===== src/rtl/cnt_arb_pkg.sv =====
// ============================================================================
// Module   : cnt_arb_pkg
// Purpose  : Shared state encoding, default width and arbitration helpers
//            for cnt_arbiter.
// Revision : 1.0 - initial release
// ============================================================================
`default_nettype none

package cnt_arb_pkg;

  localparam int unsigned W_DEFAULT = 4;

  typedef enum logic [1:0] {
    IDLE = 2'd0,
    RUN  = 2'd1,
    DONE = 2'd2
  } state_e;

  // Round-robin pick: on contention the requester not granted last wins.
  function automatic logic rr_pick(input logic [1:0] req, input logic last);
    if (req == 2'b11) begin
      return ~last;
    end
    return req[1];
  endfunction

  function automatic logic [1:0] onehot2(input logic idx);
    return idx ? 2'b10 : 2'b01;
  endfunction

endpackage

`default_nettype wire


===== src/rtl/cnt_core.sv =====
// ============================================================================
// Module   : cnt_core
// Purpose  : W-bit up-counter with synchronous clear and count enable.
// Revision : 1.0 - initial release
// ============================================================================
`default_nettype none

module cnt_core
  import cnt_arb_pkg::*;
#(
  parameter int unsigned W = W_DEFAULT
) (
  input  logic         clk,
  input  logic         rst_n,
  input  logic         clr_i,
  input  logic         en_i,
  output logic [W-1:0] cnt_o
);

  localparam logic [W-1:0] ONE = {{(W-1){1'b0}}, 1'b1};

  logic [W-1:0] cnt_q;

  always_ff @(posedge clk or negedge rst_n) begin
    if (!rst_n) begin
      cnt_q <= '0;
    end else if (clr_i) begin
      cnt_q <= '0;
    end else if (en_i) begin
      cnt_q <= cnt_q + ONE;
    end
  end

  assign cnt_o = cnt_q;

endmodule

`default_nettype wire


===== src/rtl/cnt_arbiter.sv =====
// ============================================================================
// Module   : cnt_arbiter
// Purpose  : Two-requester round-robin arbiter granting a counted run of
//            len+1 cycles. Define CNT_ARB_ABORT_EN to add the abort input.
// Revision : 1.0 - initial release
// ============================================================================
`default_nettype none

module cnt_arbiter
  import cnt_arb_pkg::*;
#(
  parameter int unsigned W = W_DEFAULT
) (
  input  logic         clk,
  input  logic         rst_n,
  input  logic [1:0]   req,
  input  logic [W-1:0] len0,
  input  logic [W-1:0] len1,
  output logic [1:0]   gnt,
  output logic         busy,
  output logic [W-1:0] cnt,
  output logic [1:0]   done
`ifdef CNT_ARB_ABORT_EN
  ,
  input  logic         abort
`endif
);

  state_e       state_q;
  logic [1:0]   gnt_q;
  logic [1:0]   done_q;
  logic         busy_q;
  logic         last_q;
  logic         win_q;
  logic [W-1:0] len_q;
  logic [W-1:0] cnt_q;

  logic         win_d;
  logic         at_end;
  logic         abort_run;
  logic         cnt_clr;
  logic         cnt_en;

`ifdef CNT_ARB_ABORT_EN
  assign abort_run = abort && (state_q == RUN);
`else
  assign abort_run = 1'b0;
`endif

  assign win_d   = rr_pick(req, last_q);
  assign at_end  = (cnt_q == len_q);
  assign cnt_clr = (state_q == IDLE) && (req != 2'b00);
  // The counter stops on the terminal value so it never wraps.
  assign cnt_en  = (state_q == RUN) && !at_end && !abort_run;

  cnt_core #(
    .W(W)
  ) u_cnt_core (
    .clk   (clk),
    .rst_n (rst_n),
    .clr_i (cnt_clr),
    .en_i  (cnt_en),
    .cnt_o (cnt_q)
  );

  always_ff @(posedge clk or negedge rst_n) begin
    if (!rst_n) begin
      state_q <= IDLE;
      gnt_q   <= 2'b00;
      done_q  <= 2'b00;
      busy_q  <= 1'b0;
      last_q  <= 1'b1;
      win_q   <= 1'b0;
      len_q   <= '0;
    end else begin
      done_q <= 2'b00;
      case (state_q)
        IDLE: begin
          if (req != 2'b00) begin
            state_q <= RUN;
            win_q   <= win_d;
            gnt_q   <= onehot2(win_d);
            busy_q  <= 1'b1;
            len_q   <= win_d ? len1 : len0;
          end
        end
        RUN: begin
          if (abort_run) begin
            state_q <= IDLE;
            gnt_q   <= 2'b00;
            busy_q  <= 1'b0;
            last_q  <= win_q;
          end else if (at_end) begin
            state_q <= DONE;
            gnt_q   <= 2'b00;
            done_q  <= onehot2(win_q);
          end
        end
        DONE: begin
          state_q <= IDLE;
          busy_q  <= 1'b0;
          last_q  <= win_q;
        end
        default: begin
          state_q <= IDLE;
          gnt_q   <= 2'b00;
          busy_q  <= 1'b0;
        end
      endcase
    end
  end

  assign gnt  = gnt_q;
  assign done = done_q;
  assign busy = busy_q;
  assign cnt  = cnt_q;

endmodule

`default_nettype wire


===== config.mk =====
export PLATFORM = sky130hd
export DESIGN_NAME = cnt_arbiter
export DESIGN_NICKNAME = d
export VERILOG_FILES = /design/src/rtl/cnt_arb_pkg.sv /design/src/rtl/cnt_core.sv /design/src/rtl/cnt_arbiter.sv
export SDC_FILE = /design/constraint.sdc
export NUM_CORES = 1
export LEC_CHECK = 0
export BUFFER_PORTS_ARGS = -buffer_cell sky130_fd_sc_hd__buf_2
export CORE_AREA = 2 2 42 44
export CTS_CLUSTER_SIZE = 24
export DETAILED_ROUTE_END_ITERATION = 12
export DIE_AREA = 0 0 44 46
export PLACE_DENSITY = 0.77
export RECOVER_POWER = 25
export SKIP_CTS_REPAIR_TIMING = 1
export SLEW_MARGIN = 10
export SYNTH_ARGS = -nofsm -noshare
export SYNTH_HDL_FRONTEND = slang
export SYNTH_SLANG_ARGS = --single-unit

===== constraint.sdc =====
create_clock -name clk -period 3 [get_ports clk]
set_clock_uncertainty 0.05 [all_clocks]
set_input_delay 0.15 -clock clk [delete_from_list [all_inputs] [get_ports clk]]
set_output_delay 0.15 -clock clk [all_outputs]
set_load 0.03 [all_outputs]

Word level (Yosys, flattened, before mapping) --
Index checks and enable logic that the tools add are counted.
Cells by class: reduce and logical (&&, ||, !) cells 10, multiplexer cells 18, $add $sub $neg 1, equal/unequal tests 6, bitwise operators 3
Operators by type and width (count):
- 2-to-1 mux 2 bit | 8
- 2-to-1 mux 4 bit | 3
- case mux 2 bit (3 select lines) | 1
- AND reduction 2 bit | 3
- adder 4 x 1 -> 4 bit (second input constant) | 1
- equality test 2 bit (second input constant) | 2
- equality test 4 bit | 1
- 2-to-1 mux 1 bit | 4
- case mux 2 bit (2 select lines) | 1
- nonzero test 2 bit | 2
- inverter 1 bit | 3
- AND reduction 3 bit | 1
- equality test 2 x 1 -> 1 bit (second input constant) | 1
- logical AND 1 bit | 2
- zero test 2 bit | 1
- inequality test 2 x 1 -> 1 bit (second input constant) | 1
- inequality test 2 bit (second input constant) | 1
- case mux 1 bit (2 select lines) | 1
- zero test 1 bit | 1
Word-level totals: flip-flop bits (word level) 17, word-level logic and storage cells 46, input bits 12, output and inout bits 9

Longest topological paths before layout --
depth after elaboration 6, mapped depth 5, depth with buffers taken out 4

Cells and area by module --
Synthesis repeated with hierarchy kept, for this count alone.
Unflattened totals: cells, all modules 68, area, all modules 840.8 sq um
By module, submodules not included:
- cnt_arbiter | times used 1, sequential area each 326.6 sq um, cells an instance 52, area each 648.1 sq um
- cnt_core | times used 1, sequential area each 100.1 sq um, cells an instance 16, area each 192.7 sq um

Worst setup path after synthesis --
OpenSTA, ideal clock, no wires.
kind register -> register, start point reg u_cnt_core.cnt_q[1], in the netlist u_cnt_core.cnt_o[1], end point reg u_cnt_core.cnt_q[3], in the netlist u_cnt_core.cnt_o[3], slack 1490 ps, library setup time 141 ps, buffers on the path 0, arrival time 1319 ps, data required time 2809 ps, stages on the path, launching flop included 5, period minus slack after synthesis 1510 ps, cells stage by stage dfrtp_1 xnor2_1 a41oi_4 nand4_1 mux2i_1
Between the ends: longest elaborated chain between the ends 4, elaborated cells on any way between the ends 7, those cells by class add/sub: 1; eq/ne: 1; mux: 2; reduce/logical: 3
RTL lines:
- start, declared | line cnt_core.sv:22 | logic [W-1:0] cnt_q;
- start signal, assigned | line cnt_core.sv:30 | cnt_q <= cnt_q + ONE;
- branches (longest 4 deep; another with adder 4 x 1 -> 4 bit)
Parallel ways; which one is timed is not known. The select of a mux whose other input is x is not followed. A chain may end at the register's enable or synchronous reset.

Final worst setup path --
start point reg u_cnt_core.cnt_q[0], in the netlist u_cnt_core.cnt_o[0], end point reg u_cnt_core.cnt_q[1], in the netlist u_cnt_core.cnt_o[1]
Same word-level chain as after synthesis.

==> key figures <==
CTS
  – Clk slew on worst S/H paths: 0.10 ns
  – CTS root buffer: clkbuf_4
  – TritonCTS clock tree: built
  – CTS HTree Levels: 1
  – Max Buffers Root-to-Sink: 2
  – Clk_lat worst skew: 0.29 ns
  – # clock sinks: 17
  – Num CTS Buffers: 3

Critical path
  – Slowest-stage cell, CP: dfrtp_1
  – Max incr delay on CP: 0.46 ns
  – Critical Path AT: 1.67 ns
  – CP endpoint kind: flop
  – Setup CP Type: reg2reg
  – CP cell instances: xnor2_1, a41oi_4, nand2b_4, o21ai_0
  – Critical Path Source Type: flop
  – Worst Path Required: about 3.2 ns
  – CP max FO: 7

Yosys
  – Post-synth top flop: dfrtp_1
  – Seq/Total Area, Yosys: 54.39%
  – Synth area leaders: dfrtp_1 (51%), mux2i_1 (8.9%), nand2_1 (5.3%), o21ai_0 (4.5%), xnor2_1 (4.5%)
  – Yosys top cell area share: 51.04%
  – Synthesized area per cell: 11.37 um2
  – Mapped Nets: between 80 and 90
  – Asr flop ratio synth: 100.0%
  – Post-synthesis cell area: 784.5 um2
  – Mapped Cells: 69
  – Synth unique cells: 23
  – Ys Warns: 0
  – FF+latch count, synth: 17
  – Post-synth EDFFs: 0
  – Cell taking the most area after synthesis: dfrtp_1

Global routing
  – Vias in the first global route: 544
  – Grt ovf: 0
  – Initial antenna violation count: 0
  – Largest net degree at the start of global routing: 18
  – Tot GR Track Use: 15.34%
  – First-pass GRT wire length: 2173 um

Floorplan
  – Die area: 2024 um2
  – Die height: 46 um
  – Core ar.: 1614 um2
  – Starting Density: 48.60%
  – # rows: 15
  – Die W: around 44 um
  – IO Count: 21

Placement
  – Gpl congestion: between 0.7 and 0.8
  – Post-Place Cells: approximately 110
  – HPWL Detailed: 1048 um
  – Buffers added on ports: 20

STA
  – Hold Vio Cnt, Final: 0
  – Final Setup Violations: 0
  – Crit path time final: around 1.5 ns
  – Worst-Margin Slew: 0.9921 ns
  – Max-slew headroom: roughly a third
  – RSZ-0062 raised after global routing: no
  – Final worst-path cycle share: 50.33%
  – Setup Total Neg Slack: 0 ns
  – Fin. max-slew vios: 0
  – Fmax achieved: 0.6623 GHz

Run status
  – Status: finished, final reports clean

Drt
  – DR WL/cell: approximately 13 um
  – Via count: 582
  – Final WL: around 1400 um
  – Drt via density: around 5.3
  – Detail Route Antenna Nets: 0
  – DR pass1 iterations: 2
  – DRC: 0
  – Starting DRT DRC Count: 6

Cells and area
  – Ant. Diodes: 0
  – Nets: 107
  – Layout cell share with drive strength beyond 1: 30.11%
  – Layout overhead on the synthesized area: 19.62%
  – Final std cells w/o fill: 110
  – Most frequent cells in the layout: buf_2 (19), dfrtp_1 (16), nand2_1 (11)
  – Most common cell after layout, fill and taps aside: buf_2

Worst hold path
  – Worst Hold Class: in2reg

Power and ir drop
  – IR drop worst, VDD: 0.4387 mV
  – Leakage: roughly 0.48 nW
  – Pwr dens: 1144 nW/um2

Flow run
  – Maxcap violations: 0
==> critical path: cells and delay by family, from the launching register on <==
family	cells	cell delay (ns)
flip-flops	1	0.46
XOR/XNOR	1	0.32
AO/OA/AOI/OAI	2	0.41
AND/OR/NAND/NOR	1	0.19
==> worst paths after layout <==
check	from	end	slack [ns]	cells after the start
max	u_cnt_core.cnt_o[0]	u_cnt_core.cnt_o[1]	1.49	4
min	len0[2]	len_q[2]	0.09	3
max reg2reg	u_cnt_core.cnt_o[0]	u_cnt_core.cnt_o[1]	1.49	4
min reg2reg	win_q	done[0]	0.45	1
max in group asynchronous	rst_n	gnt[0]	1.90	2
min in group asynchronous	rst_n	done[0]	0.45	2
==> flip-flops by register name (all words and copies together), names as in the netlist <==
name and flops:
state_q 2, busy 1, win_q 1, done 2, last_q 1, len_q 4, gnt 2, u_cnt_core.cnt_o 4
==> stage by stage <==
stage	instance area (um2)	setup slack [ns]	total power, mW	utilization (%)	hold slack, ns
2_1_floorplan	784.5	1.490	0.8301	-	-0.1956
3_3_place_gp	902.1	1.562	0.9392	55.89	0.03536
3_5_place_dp	902.1	1.511	0.9599	55.89	0.04021
4_1_cts	929.6	1.481	1.085	57.60	-0.2817
5_1_grt	938.4	1.370	1.146	58.14	0.1039
6_report	938.4	1.490	1.073	58.14	0.09420
==> per-layer routing <==
layer	global-route usage [%]	wire length, um
met1	17.46	630
met2	26.18	691
met3	2.381	63
met4	10.91	28
met5	0	0
==> report_power, final <==
group          switching (mW)  leakage, nW  internal (mW)
clock                  0.0706       0.0177         0.0496
sequential             0.0915        0.210          0.335
combinational           0.318        0.248          0.209
==> kinds of logic after synthesis <==
group / after synthesis / synth area share, %
compound gates: 13 / 12.76
xor+xnor: 4 / 4.465
fa+ha+maj: 1 / 1.595
buf+inv: 3 / 1.435
flops: 17 / 54.39
mux: 8 / 10.37
simple gates: 23 / 14.99
==> cell type report <==
type,count,area (um2)
Timing Repair Buffer,21,108.9
Sequential cell,17,426.7
Clock inverter,1,5.005
Multi-Input combinational cell,49,346.6
Fill cell,146,675.6
Inverter,2,7.507
Clock buffer,3,22.52
Tap cell,17,21.27
==> synthesized netlist by cell type, drive strengths merged, types with 2 or more instances <==
cell type	n
dfrtp	16
inv	2
mux2i	7
nand2	11
nand2b	4
nand4	2
nor2	2
nor2b	2
o21ai	8
xnor2	4
Note: power is estimated with default switching activity, not from simulation.
